`config.mk`:
```
export PLATFORM = sky130hd
export DESIGN_NAME = shift_reg_param
export DESIGN_NICKNAME = d
export VERILOG_FILES = /design/src/rtl/shift_reg_pkg.sv /design/src/rtl/shift_stage.sv /design/src/rtl/shift_reg_param.sv
export SDC_FILE = /design/constraint.sdc
export NUM_CORES = 1
export LEC_CHECK = 0
export ABC_AREA = 1
export ABC_CLOCK_PERIOD_IN_PS = 3380
export CAP_MARGIN = 20
export CORE_ASPECT_RATIO = 2
export CORE_MARGIN = 5
export CORE_UTILIZATION = 31
export CTS_BUF_LIST = sky130_fd_sc_hd__clkbuf_16
export DETAILED_ROUTE_END_ITERATION = 16
export GPL_ROUTABILITY_DRIVEN = 0
export GPL_TIMING_DRIVEN = 1
export MAX_ROUTING_LAYER = met4
export PLACE_DENSITY = 0.46
export SLEW_MARGIN = 20
export SYNTH_ARGS = -nofsm -noshare
export SYNTH_HDL_FRONTEND = slang
export SYNTH_SLANG_ARGS = --single-unit
```
`constraint.sdc`:
```
create_clock -name clk -period 3.38 [get_ports clk]
set_input_delay 0.676 -clock clk [delete_from_list [all_inputs] [get_ports clk]]
set_output_delay 0.676 -clock clk [all_outputs]
set_load 0.02 [all_outputs]
```
`src/rtl/shift_reg_pkg.sv`:
```
// Purpose: shared constants and helpers for the parametrised shift register.
// Latency: n/a (package only).
// Backpressure: n/a (package only).
package shift_reg_pkg;

    localparam int DEF_WIDTH = 16;
    localparam int DEF_DEPTH = 16;

    // Increment that sticks at max instead of wrapping.
    function automatic int unsigned sat_inc(input int unsigned cnt, input int unsigned max);
        return (cnt >= max) ? max : cnt + 1;
    endfunction

endpackage

```
`src/rtl/shift_stage.sv`:
```
// Purpose: one word-wide stage register with sync clear, enable and 2:1 input mux.
// Latency: 1 cycle from din to q when en is high.
// Backpressure: none; holds its value whenever en is low.
module shift_stage
    import shift_reg_pkg::*;
#(
    parameter int WIDTH = DEF_WIDTH
) (
    input  logic             clk,
    input  logic             clr,
    input  logic             en,
    input  logic             sel,
    input  logic [WIDTH-1:0] din0,
    input  logic [WIDTH-1:0] din1,
    output logic [WIDTH-1:0] q
);

    // Clear beats enable; sel picks the wraparound feed over the normal one.
    always_ff @(posedge clk) begin
        if (clr) begin
            q <= '0;
        end else if (en) begin
            q <= sel ? din1 : din0;
        end
    end

endmodule

```
`src/rtl/shift_reg_param.sv`:
```
// Purpose: DEPTH x WIDTH shift register with rotate, flush, registered tap read and occupancy count.
// Latency: regout after DEPTH shift pulses; tap_out/tap_vld 1 cycle after rd_addr.
// Backpressure: none; once full, new shifts push the oldest word out of the last stage.
module shift_reg_param
    import shift_reg_pkg::*;
#(
    parameter int WIDTH = DEF_WIDTH,
    parameter int DEPTH = DEF_DEPTH,
    parameter int AW    = $clog2(DEPTH),
    parameter int CW    = $clog2(DEPTH + 1)
) (
    input  logic             clk,
    input  logic             rst,
    input  logic             we,
    input  logic             rot,
    input  logic             clr,
    input  logic [WIDTH-1:0] regin,
    input  logic [AW-1:0]    rd_addr,
    output logic [WIDTH-1:0] regout,
    output logic [WIDTH-1:0] tap_out,
    output logic             tap_vld,
    output logic [CW-1:0]    count,
    output logic             full
);

    localparam logic [CW-1:0] DEPTH_C = CW'(DEPTH);

    logic             flush;
    logic [WIDTH-1:0] stg [DEPTH];
    logic [CW-1:0]    count_nxt;
    logic             addr_ok;
    logic [WIDTH-1:0] tap_sel;

    assign flush  = rst | clr;
    assign regout = stg[DEPTH-1];

    // Stage 0 selects between the input word and the last stage (rotate);
    // every other stage simply takes its predecessor.
    genvar i;
    generate
        for (i = 0; i < DEPTH; i++) begin : g_stage
            if (i == 0) begin : g_head
                shift_stage #(.WIDTH(WIDTH)) u_stage (
                    .clk  (clk),
                    .clr  (flush),
                    .en   (we),
                    .sel  (rot),
                    .din0 (regin),
                    .din1 (stg[DEPTH-1]),
                    .q    (stg[0])
                );
            end else begin : g_body
                shift_stage #(.WIDTH(WIDTH)) u_stage (
                    .clk  (clk),
                    .clr  (flush),
                    .en   (we),
                    .sel  (1'b0),
                    .din0 (stg[i-1]),
                    .din1 (stg[i-1]),
                    .q    (stg[i])
                );
            end
        end
    endgenerate

    // Next occupancy: only a plain shift adds a word; rotate keeps the count.
    always_comb begin
        count_nxt = count;
        if (we && !rot) begin
            count_nxt = CW'(sat_inc(32'(count), DEPTH));
        end
    end

    // Tap mux on pre-edge stage contents; addresses past the last stage read as zero.
    always_comb begin
        addr_ok = 32'(rd_addr) < DEPTH;
        tap_sel = '0;
        if (addr_ok) begin
            tap_sel = stg[rd_addr];
        end
    end

    // Counter, full flag and tap register; reset and flush both clear them.
    always_ff @(posedge clk) begin
        if (flush) begin
            count   <= '0;
            full    <= 1'b0;
            tap_out <= '0;
            tap_vld <= 1'b0;
        end else begin
            count   <= count_nxt;
            full    <= (count_nxt == DEPTH_C);
            tap_out <= tap_sel;
            tap_vld <= addr_ok && (32'(rd_addr) < 32'(count));
        end
    end

endmodule

```
# Word-level counts from Yosys, hierarchy flattened
# Index checks and enable logic that the tools add are counted.
# word_totals
register_bits,279
word_cells,35
out_inout_bits,39
# classes
reduce_logical,2
n_eq_ne,1
n_mux,6
bitwise_logic,2
magnitude_cmp,3
addsub,1
# ops
cell,count
16-bit binary-select mux with 4-bit select,1
16-bit 2-to-1 mux,3
5-bit >= comparator (second input constant),2
5-bit 2-to-1 mux,2
5-bit by 1-bit adder with 5-bit output (second input constant),1
5-bit == test (second input constant),1
4-bit by 5-bit < comparator with 1-bit output,1
4-bit NOT with 5-bit output,1
1-bit logical AND,1
1-bit zero test,1
1-bit bitwise OR,1

# Longest topological paths before layout
# Gate-level depths: netlist (run 1).
# depth
word_depth,4
ltp_mapped,9

# Hierarchy
# A second synthesis (run 1) with hierarchy kept.
# unflattened
cells_unflattened,3009
hier_area_um2,17907.2
# modules_own_cells
mod,area_each_um2,cells_per_inst,n_inst
shift_stage,882.1,137,16
shift_reg_param,3793.6,817,1

# Worst setup path before layout (run 1)
# OpenSTA, ideal clock, no wires.
# synth_path
kind,in2reg
start,input rd_addr[0]
end,register tap_out[9]
setup_ns,0.132
arrival_time_ns,1.495
required_time_ns,3.248
cell_stages,8
path_slack_ns,1.753
cell_sequence,buf_4 > inv_4 > clkbuf_1 > nand2_1 > nand3_1 > nand3_1 > nand3_1 > a21oi_1
# synth_between
elab_chain_cells,4
# synth_lines
item,line,text
"start, declared",shift_reg_param.sv:18,"input logic [AW-1:0] rd_addr,"
4-bit NOT with 5-bit output (implied by the code),shift_reg_param.sv:79,tap_sel = stg[rd_addr];
16-bit binary-select mux with 4-bit select,shift_reg_param.sv:79,
16-bit 2-to-1 mux (implied by the code) (2 in a row),shift_reg_param.sv:79,
"end signal, assigned",shift_reg_param.sv:93,tap_out <= tap_sel;
"end, declared",shift_reg_param.sv:20,"output logic [WIDTH-1:0] tap_out,"
# No other way between the ends. The select of a mux whose other input is x is not followed.
# A chain may end at the register's enable or synchronous reset.

# Worst setup path in the final report (run 1)
# layout_path
start,register g_stage[15].g_body.u_stage.q[14]
end,output regout[14]
# layout_rtl
item,line,text
"start, declared",shift_stage.sv:15,output logic [WIDTH-1:0] q
"start signal, assigned",shift_stage.sv:23,q <= sel ? din1 : din0;
"end, declared",shift_reg_param.sv:19,"output logic [WIDTH-1:0] regout,"
# No word-level cell between the ends.

==> flow_metrics.env, run 1 <==
export IMPL_powerDensity_mw_per_mm2=535
export IMPL_maxCapViolCount=0
export IMPL_cts_hold_fix_buffers=0
export IMPL_drcViolationCount=0
export IMPL_whs_ns=0.466
export IMPL_reg2reg_setup_slack_ns=2.08
export IMPL_fmax_mhz=424
export IMPL_postRouteAntennaNets=0
export IMPL_p_int_uw=5670
export IMPL_slew_limit_headroom_pct=37.2
export IMPL_drt_iter0_markers=640
export IMPL_port_buffers=63
export IMPL_yosysTopAreaCellShare_pct=45.2
export IMPL_finalSetupViolCount=0
export IMPL_power_leakage_uw=0.00564
export IMPL_dieArea_mm2=0.0442
export IMPL_highest_layer="met4"
export IMPL_fin_worst_skew_ns=0.00729
export IMPL_hp_start="we"
export IMPL_syn_area_per_cell_um2=6.99
export IMPL_wl_met1_mm=15.7
export IMPL_fill_cells=4251
export IMPL_die_x_um=151
export IMPL_syn_nets=1800
export IMPL_holdPathEnd="g_stage[7].g_body.u_stage.q[12]$_SDFFE_PP0P_"
export IMPL_cts_buffer_depth=3
export IMPL_postSynth_asyncResetShare_pct=0
export IMPL_cts_setup_buffers=0
export IMPL_critPathBufInv=1
export IMPL_cp_slowest_cell="clkdlybuf4s50_1"
export IMPL_period_share_pct=69.7
export IMPL_cts_buffers=28
export IMPL_layout_drive_gt1_share_pct=4.52
export IMPL_grt_pass1_vias=10679
export IMPL_synth_warnings=0
export IMPL_critPathKind="flop to primary output"
export IMPL_wl_met2_mm=17.9
export IMPL_postSynthCellCount=1770
export IMPL_grt_usage_pct=16.6
export IMPL_p_sw_uw=1930
export IMPL_vias=11126
export IMPL_cts_resized=0
export IMPL_placed_area_mm2=0.0132
export IMPL_grt_pass1_wl_mm=57.7
export IMPL_worstSkewPairLatency_ns=0.55
export IMPL_htree_num_levels=1
export IMPL_start_util_pct=31.4
export IMPL_routed_via_density=4.85
export IMPL_grt_max_degree=144
export IMPL_critPathCaptureType="primary output"
export IMPL_seq_area_mm2=0.00559
export IMPL_clk_pin_slew_worst_paths_ns=0.07
export IMPL_arrival_ns=1.68
export IMPL_hold_depth=2
export IMPL_seqPwrFrac_pct=45.5
export IMPL_final_max_slew_viol_count=0
export IMPL_dr_pass1_iters=5
export IMPL_synthTopCellsByArea="dfxtp_1 45%, a21oi_1 11%, o21ai_0 10%"
export IMPL_final_core_util_pct=36.1
export IMPL_wl_mm=35.9
export IMPL_overflow=0
export IMPL_synthFlopType="dfxtp_1"
export IMPL_synth_edf_count=0
export IMPL_cp_max_fo=3
export IMPL_hold_class="input pin to flop"
export IMPL_cts_tree="built"
export IMPL_ios=64
export IMPL_slowest_delay_ns=0.67
export IMPL_critPathTopFamily="buffers and inverters"
export IMPL_fp_dieH_um=292
export IMPL_cts_sinks=279
export IMPL_rr_startpoint="count[0]$_SDFF_PP0_"
export IMPL_antenna_found_initial=1
export IMPL_worst_slew_pin_slew_ns=0.942
export IMPL_r2r_cells=5
export IMPL_worstSetupStartpointType="flop"
export IMPL_clkPwrFrac_pct=44.2
export IMPL_wl_per_cell_um=15.6
export IMPL_final_area_mm2=0.0142
export IMPL_yosys_cell_count_top_type="dfxtp_1"
export IMPL_syn_area_mm2=0.0124
export IMPL_ys_ff_latch=279
export IMPL_yosys_area_top_type="dfxtp_1"
export IMPL_max_vdd_ir_drop_mv=0.316
export IMPL_root_buffer="clkbuf_16"
export IMPL_required_ns=2.70
export IMPL_finalSetupTns_ns=0
export IMPL_wl_met3_mm=1.41
export IMPL_area_growth_pct=15.0
export IMPL_placeableCoreArea_mm2=0.0394
export IMPL_post_route_min_period_ns=2.36
export IMPL_finalHoldViolCount=0
export IMPL_multiInputGateArea_mm2=0.00521
export IMPL_post_dp_hpwl_mm=21.4
export IMPL_outcome="complete, no violations"
export IMPL_cp_cell_sequence="clkdlybuf4s50_1"
export IMPL_p_total_uw=7600
export IMPL_synth_cell_types=21
export IMPL_rsz0062_at_grt="false"
export IMPL_core_rowCount=103
export IMPL_reg2reg_to="full$_SDFF_PP0_"
export IMPL_swShare_pct=25.4
export IMPL_synth_common_cells="279 x dfxtp_1, 273 x a21oi_1, 267 x nand2_1"
export IMPL_power_frac_comb_pct=10.3
export IMPL_final_nets=1778
export IMPL_seq_area_frac_synth_pct=45.2
==> final cells by class <==
cell class	count	share of cell area (%)
clock inverters	23	1.85
clock buffers	29	5.10
diodes	1	0.0176
inverters	228	6.05
flip-flops and latches	279	39.3
well taps	525	4.62
multi-input cells	1122	36.7
repair buffers	89	6.42
==> placed cells by master, fill, tap and decap left out, types with 2 or more instances in the layout <==
cell / count
a21oi_1: 273
buf_12: 7
buf_4: 20
bufinv_16: 6
clkbuf_16: 29
clkdlybuf4s50_1: 59
clkinv_1: 5
clkinv_2: 8
dfxtp_1: 279
ha_1: 5
inv_1: 226
inv_2: 2
inv_4: 2
nand2_1: 267
nand3_1: 171
nor2_1: 127
o211ai_1: 16
o21ai_0: 258
==> flip-flops by register name, indices dropped and copies added (netlist names) <==
register,count
count,5
full,1
g_stage.g_body.u_stage.q,240
g_stage.g_head.u_stage.q,16
tap_out,16
tap_vld,1
==> cells by family (layout without fill, tap and decap cells) <==
kind of cell	count (synthesis)	in the layout	synth area share (%)
simple gates	567	567	19.0
compound gates	550	550	22.6
buf+inv	369	369	12.7
flops	279	279	45.2
fa+ha+maj	5	5	0.506
other cells	0	1	0
==> how the worst max path moves through the flow <==
stage,slack (ns),from,depth (start not counted),end
finish,1.02,g_stage[15].g_body.u_stage.q[14]$_SDFFE_PP0P_,1,regout[14]
CTS,0.95,g_stage[15].g_body.u_stage.q[14]$_SDFFE_PP0P_,1,regout[14]
detailed placement,0.88,clr,6,g_stage[4].g_body.u_stage.q[6]$_SDFFE_PP0P_
global placement,0.91,clr,6,g_stage[1].g_body.u_stage.q[0]$_SDFFE_PP0P_
global route,0.97,g_stage[15].g_body.u_stage.q[14]$_SDFFE_PP0P_,1,regout[14]
floorplan,1.75,rd_addr[0],8,tap_out[9]$_SDFF_PP0_
==> metrics by stage <==
step,instances,setup slack (ns)
after CTS,2295,0.955
after floorplan,1770,1.75
final,2296,1.02
after global routing,2296,0.967
after detailed placement,2243,0.877
after global placement,2243,0.907
==> layer usage <==
| layer | global-route usage (%) | vias up |
|---|---|---|
| li1 | - | 5706 |
| met1 | 20.6 | 5190 |
| met2 | 28.1 | 177 |
| met3 | 2.07 | 53 |
| met4 | 4.74 | 0 |
| met5 | - | - |
==> power groups by stage <==
stage          Clock, uW  Combinational [uW]  Sequential, uW
2_1_floorplan          0                 542            3540
3_3_place_gp           0                 788            3530
3_5_place_dp           0                 794            3530
4_1_cts             3510                 797            3460
5_1_grt             3610                 889            3470
6_report            3360                 783            3460
No activity file was read; power rests on OpenSTA's default activity.
==> run 2, diff against run 1 <==
--- a/config.mk
+++ b/config.mk
@@ -6,7 +6,7 @@
 export NUM_CORES = 1
 export LEC_CHECK = 0
 export ABC_AREA = 1
-export ABC_CLOCK_PERIOD_IN_PS = 3380
+export ABC_CLOCK_PERIOD_IN_PS = 1900
 export CAP_MARGIN = 20
 export CORE_ASPECT_RATIO = 2
 export CORE_MARGIN = 5
@@ -16,7 +16,7 @@
 export GPL_ROUTABILITY_DRIVEN = 0
 export GPL_TIMING_DRIVEN = 1
 export MAX_ROUTING_LAYER = met4
-export PLACE_DENSITY = 0.46
+export PLACE_DENSITY = 0.47
 export SLEW_MARGIN = 20
 export SYNTH_ARGS = -nofsm -noshare
 export SYNTH_HDL_FRONTEND = slang
==> constraint.sdc (replaced) <==
create_clock -name clk -period 1.9 [get_ports clk]
set_input_delay 0.38 -clock clk [delete_from_list [all_inputs] [get_ports clk]]
set_output_delay 0.38 -clock clk [all_outputs]
set_load 0.02 [all_outputs]
==> flow_metrics.env, run 2 (same netlist as run 1, synthesis figures left out) <==
export IMPL_placeableCoreArea_mm2=0.0394
export IMPL_final_max_slew_viol_count=0
export IMPL_critPathKind="flop to primary output"
export IMPL_maxCapViolCount=0
export IMPL_finalSetupTns_ns=0
export IMPL_postRouteAntennaNets=0
export IMPL_layout_common_cells="279 x dfxtp_1, 273 x a21oi_1, 267 x nand2_1"
export IMPL_cp_cell_sequence="clkdlybuf4s50_1"
export IMPL_cts_tree="built"
export IMPL_cts_sinks=279
export IMPL_final_common_cell="dfxtp_1"
export IMPL_dr_pass1_iters=4
export IMPL_power_frac_comb_pct=11.5
export IMPL_p_int_uw=9450
export IMPL_swShare_pct=26.5
export IMPL_seqPwrFrac_pct=47.9
export IMPL_period_share_pct=96.7
export IMPL_use_met3_pct=1.64
export IMPL_r2r_cells=5
export IMPL_vias=11121
export IMPL_max_vdd_ir_drop_mv=0.519
export IMPL_core_rowCount=103
export IMPL_cp_slowest_cell="clkdlybuf4s50_1"
export IMPL_cts_buffer_depth=3
export IMPL_critPathTopFamily="buffers and inverters"
export IMPL_fmax_mhz=544
export IMPL_cts_buffers=28
export IMPL_largest_register="g_stage.g_body.u_stage.q"
export IMPL_grt_max_degree=161
export IMPL_worstSkewPairLatency_ns=0.55
export IMPL_worstSetupStartpointType="flop"
export IMPL_setup_slack_ns=0.0618
export IMPL_dieArea_mm2=0.0442
export IMPL_area_growth_pct=16.8
export IMPL_grt_pass1_wl_mm=58.3
export IMPL_ios=64
export IMPL_cp_max_fo=1
export IMPL_slew_limit_headroom_pct=59.7
export IMPL_drcViolationCount=0
export IMPL_rsz0062_at_grt="false"
export IMPL_grt_busiest_layer="met2"
export IMPL_wl_mm=36.0
export IMPL_reg_top3="g_stage.g_body.u_stage.q x240, g_stage.g_head.u_stage.q x16, tap_out x16"
export IMPL_grt_use_met1_pct=21.0
export IMPL_layout_drive_gt1_share_pct=5.55
export IMPL_arrival_ns=1.46
export IMPL_wl_per_cell_um=15.5
export IMPL_die_x_um=151
export IMPL_slowest_delay_ns=0.60
export IMPL_finalSetupViolCount=0
export IMPL_fill_cells=4228
export IMPL_worst_slew_pin_slew_ns=0.604
export IMPL_antennaDiodeCount=0
export IMPL_grt_usage_pct=16.7
export IMPL_htree_num_levels=1
export IMPL_clkPwrFrac_pct=40.7
export IMPL_start_util_pct=31.4
export IMPL_required_ns=1.52
export IMPL_critPathBufInv=1
export IMPL_routed_via_density=4.78
export IMPL_power_leakage_uw=0.00598
export IMPL_largest_register_ffs=240
export IMPL_cp_depth=1
export IMPL_p_sw_uw=3410
export IMPL_antenna_found_initial=0
export IMPL_finalHoldViolCount=0
export IMPL_fin_worst_skew_ns=0.00825
export IMPL_post_route_min_period_ns=1.84
export IMPL_hold_depth=2
export IMPL_powerDensity_mw_per_mm2=890
export IMPL_drt_iter0_markers=619
export IMPL_final_nets=1811
export IMPL_post_dp_hpwl_mm=22.2
export IMPL_cts_hold_fix_buffers=0
export IMPL_port_buffers=63
export IMPL_overflow=0
export IMPL_outcome="complete, no violations"
export IMPL_grtUsageMet2_pct=28.6
export IMPL_clk_pin_slew_worst_paths_ns=0.07
export IMPL_hold_class="input pin to flop"
export IMPL_dp_slack_ns=0.00745
export IMPL_root_buffer="clkbuf_16"
export IMPL_grt_pass1_vias=10731
export IMPL_critPathCaptureType="primary output"
export IMPL_fp_dieH_um=292
## run 2: cell types whose count changed in the layout (fill, tap and decap cells not counted), sizes merged, moves of 3 or more
cell and change:
inv +4, clkdlybuf4s50 -34, bufinv -5, dlygate4sd2 +31
dlymetal6s2s +3, buf +33
## run 2: metrics by stage
step           cells  power [uW]  util (%)  hold slack [ns]  cell area (um2)
3_3_place_gp    2276        7780      34.6            0.453            13600
5_1_grt         2327       13500      36.6            0.162            14400
6_report        2327       12900      36.6            0.155            14400
4_1_cts         2327       13100      36.6            0.129            14400
2_1_floorplan   1770        7250         -            0.444            12400
3_5_place_dp    2276        7790      34.6            0.456            13600
## run 2: power groups by stage
stage                     sequential (uW)  clock, uW  combinational (uW)
after floorplan                      6290          0                 964
after global placement               6280          0                1500
after detailed placement             6280          0                1510
after CTS                            6150       5430                1500
after global routing                 6170       5650                1680
final                                6150       5220                1480
## run 2: timing repair
item / in CTS / in global routing
gates cloned: 0 / 0
setup endpoints to repair: 31 / 3
setup buffers: 0 / 0
gates resized for setup: 31 / 3
## run 2: metal layers
metal  wire length, um  part of all wire, %
met1             16000                   45
met4               805                  2.2
met2             17900                   50
met3              1300                  3.6
met5                 0                    0
## run 2: final cells by class
| cell class | instances | area [um2] | share of cell area (%) |
|---|---|---|---|
| sequential | 279 | 5590 | 38.7 |
| multi-input combinational | 1122 | 5210 | 36.1 |
| timing repair buffer | 122 | 1290 | 8.94 |
| inverter | 228 | 861 | 5.96 |
| clock buffer | 29 | 726 | 5.02 |
| tap | 525 | 657 | 4.55 |
| clock inverter | 22 | 115 | 0.797 |
## run 2: path summary, 6_finish.rpt
check	startpoint	slack, ns	endpoint
worst min-delay path	we	0.16	g_stage[11].g_body.u_stage.q[10]$_SDFFE_PP0P_
worst min register to register	g_stage[9].g_body.u_stage.q[5]$_SDFFE_PP0P_	0.47	g_stage[10].g_body.u_stage.q[5]$_SDFFE_PP0P_
worst max-delay path	tap_out[10]$_SDFF_PP0_	0.06	tap_out[10]
worst max register to register	count[2]$_SDFF_PP0_	0.64	tap_vld$_SDFF_PP0_
==> run 3, diff against run 2 <==
--- a/config.mk
+++ b/config.mk
@@ -8,7 +8,6 @@
 export ABC_AREA = 1
 export ABC_CLOCK_PERIOD_IN_PS = 1900
 export CAP_MARGIN = 20
-export CORE_ASPECT_RATIO = 2
 export CORE_MARGIN = 5
 export CORE_UTILIZATION = 31
 export CTS_BUF_LIST = sky130_fd_sc_hd__clkbuf_16
@@ -17,7 +16,6 @@
 export GPL_TIMING_DRIVEN = 1
 export MAX_ROUTING_LAYER = met4
 export PLACE_DENSITY = 0.47
-export SLEW_MARGIN = 20
 export SYNTH_ARGS = -nofsm -noshare
 export SYNTH_HDL_FRONTEND = slang
 export SYNTH_SLANG_ARGS = --single-unit
==> flow_metrics.env, run 3 (same netlist as run 1, synthesis figures left out) <==
export IMPL_routed_via_density=4.76
export IMPL_reg_top3="g_stage.g_body.u_stage.q x240, g_stage.g_head.u_stage.q x16, tap_out x16"
export IMPL_fmax_mhz=545
export IMPL_largest_register_ffs=240
export IMPL_drt_iter0_markers=546
export IMPL_final_max_slew_viol_count=0
export IMPL_layout_common_cells="279 x dfxtp_1, 273 x a21oi_1, 267 x nand2_1"
export IMPL_fin_worst_skew_ns=0.0184
export IMPL_cp_cell_sequence="clkdlybuf4s50_1"
export IMPL_post_dp_hpwl_mm=22.2
export IMPL_hold_class="input pin to flop"
export IMPL_holdPathEnd="g_stage[14].g_body.u_stage.q[2]$_SDFFE_PP0P_"
export IMPL_grt_use_met1_pct=21.3
export IMPL_port_buffers=63
export IMPL_worstSkewPairLatency_ns=0.52
export IMPL_antennaDiodeCount=0
export IMPL_placed_area_mm2=0.0136
export IMPL_final_nets=1807
export IMPL_grt_usage_pct=16.6
export IMPL_cts_tree="built"
export IMPL_fill_cells=4266
export IMPL_worstSetupStartpointType="flop"
export IMPL_postRouteAntennaNets=0
export IMPL_outcome="complete, no violations"
export IMPL_cts_buffer_depth=3
export IMPL_period_share_pct=96.7
export IMPL_layout_drive_gt1_share_pct=5.38
export IMPL_core_rowCount=73
export IMPL_worst_slew_pin_slew_ns=0.542
export IMPL_rsz0062_at_grt="false"
export IMPL_required_ns=1.52
export IMPL_critPathBufInv=1
export IMPL_antenna_found_initial=0
export IMPL_fp_dieH_um=210
export IMPL_critPathKind="flop to primary output"
export IMPL_reg2reg_to="full$_SDFF_PP0_"
export IMPL_r2r_cells=7
export IMPL_reg2reg_setup_slack_ns=0.61
export IMPL_cts_sinks=279
export IMPL_post_route_min_period_ns=1.84
export IMPL_wl_mm=36.2
export IMPL_power_leakage_uw=0.00606
export IMPL_cp_slowest_cell="clkdlybuf4s50_1"
export IMPL_cts_hold_fix_buffers=0
export IMPL_grt_pass1_vias=10566
export IMPL_drcViolationCount=0
export IMPL_grt_pass1_wl_mm=58.3
export IMPL_critPathTopFamily="buffers and inverters"
export IMPL_clk_pin_slew_worst_paths_ns=0.06
export IMPL_grtUsageMet2_pct=28.2
export IMPL_htree_num_levels=2
export IMPL_maxCapViolCount=0
export IMPL_overflow=0
export IMPL_max_vdd_ir_drop_mv=0.669
export IMPL_dr_pass1_iters=5
export IMPL_p_total_uw=13600
export IMPL_hp_start="we"
export IMPL_die_x_um=210
export IMPL_root_buffer="clkbuf_16"
export IMPL_finalSetupViolCount=0
export IMPL_area_growth_pct=18.2
export IMPL_ios=64
export IMPL_placeableCoreArea_mm2=0.0396
export IMPL_cts_buffers=35
export IMPL_finalSetupTns_ns=0
export IMPL_grt_busiest_layer="met2"
export IMPL_slew_limit_headroom_pct=63.9
export IMPL_vias=11079
export IMPL_slowest_delay_ns=0.61
export IMPL_powerDensity_mw_per_mm2=934
export IMPL_arrival_ns=1.46
export IMPL_rr_startpoint="count[1]$_SDFF_PP0_"
export IMPL_use_met3_pct=2.54
export IMPL_final_common_cell="dfxtp_1"
export IMPL_cp_max_fo=3
export IMPL_startpoint="g_stage[15].g_body.u_stage.q[14]$_SDFFE_PP0P_"
export IMPL_grt_max_degree=134
export IMPL_finalHoldViolCount=0
export IMPL_largest_register="g_stage.g_body.u_stage.q"
export IMPL_final_area_mm2=0.0146
export IMPL_wl_per_cell_um=15.6
export IMPL_dieArea_mm2=0.0440
export IMPL_critPathCaptureType="primary output"
export IMPL_start_util_pct=31.2
export IMPL_hold_depth=2
## run 3: changes by cell type in the layout (fill, tap and decap cells not counted), sizes merged
cell / delta
dlymetal6s2s: +4
clkbuf: +6
dlygate4sd2: -13
buf: -12
clkinv: -1
inv: +7
clkdlybuf4s50: +10
## run 3: per-stage QoR
step / instances / util, % / worst slack, ns / hold slack, ns
finish: 2328 / 36.9 / 0.0635 / 0.217
CTS: 2328 / 36.8 / 0.00438 / 0.198
global route: 2328 / 36.9 / 0.0111 / 0.209
detailed placement: 2265 / 34.3 / 0.0278 / 0.455
global placement: 2265 / 34.3 / 0.0611 / 0.456
floorplan: 1770 / - / 0.569 / 0.444
## run 3: how the worst max path moves through the flow
stage | to | slack [ns] | depth (start not counted)
6_report | regout[14] | 0.06 | 1
5_1_grt | tap_out[12] | 0.01 | 1
4_1_cts | regout[3] | 0.004 | 1
3_5_place_dp | g_stage[0].g_head.u_stage.q[0]$_SDFFE_PP0P_ | 0.03 | 7
3_3_place_gp | g_stage[0].g_head.u_stage.q[0]$_SDFFE_PP0P_ | 0.06 | 7
2_1_floorplan | tap_out[9]$_SDFF_PP0_ | 0.57 | 8
## run 3: metal layers
| layer | routed length [um] | share of wire [%] |
|---|---|---|
| met5 | 0 | 0 |
| met4 | 410 | 1.1 |
| met3 | 1060 | 2.9 |
| met2 | 17400 | 48 |
| met1 | 17300 | 48 |
## run 3: repair_timing
action,4_1_cts,5_1_grt
pin swaps,0,0
setup endpoints to repair,18,7
setup buffers,0,0
gates resized for setup,18,7
hold endpoints to repair,0,0
## run 3: final cells by class
cell class | count | area [um2] | share of cell area, %
clock buffer | 35 | 876 | 5.99
multi-input combinational | 1122 | 5210 | 35.7
inverter | 228 | 861 | 5.89
sequential | 279 | 5590 | 38.2
clock inverter | 28 | 149 | 1.02
timing repair buffer | 111 | 1280 | 8.74
tap | 525 | 657 | 4.49
## run 3: power by group
part           switching (uW)  internal [uW]
Combinational             954            524
Clock                    2530           3480
Sequential                102           6060
Total                    3590          10100
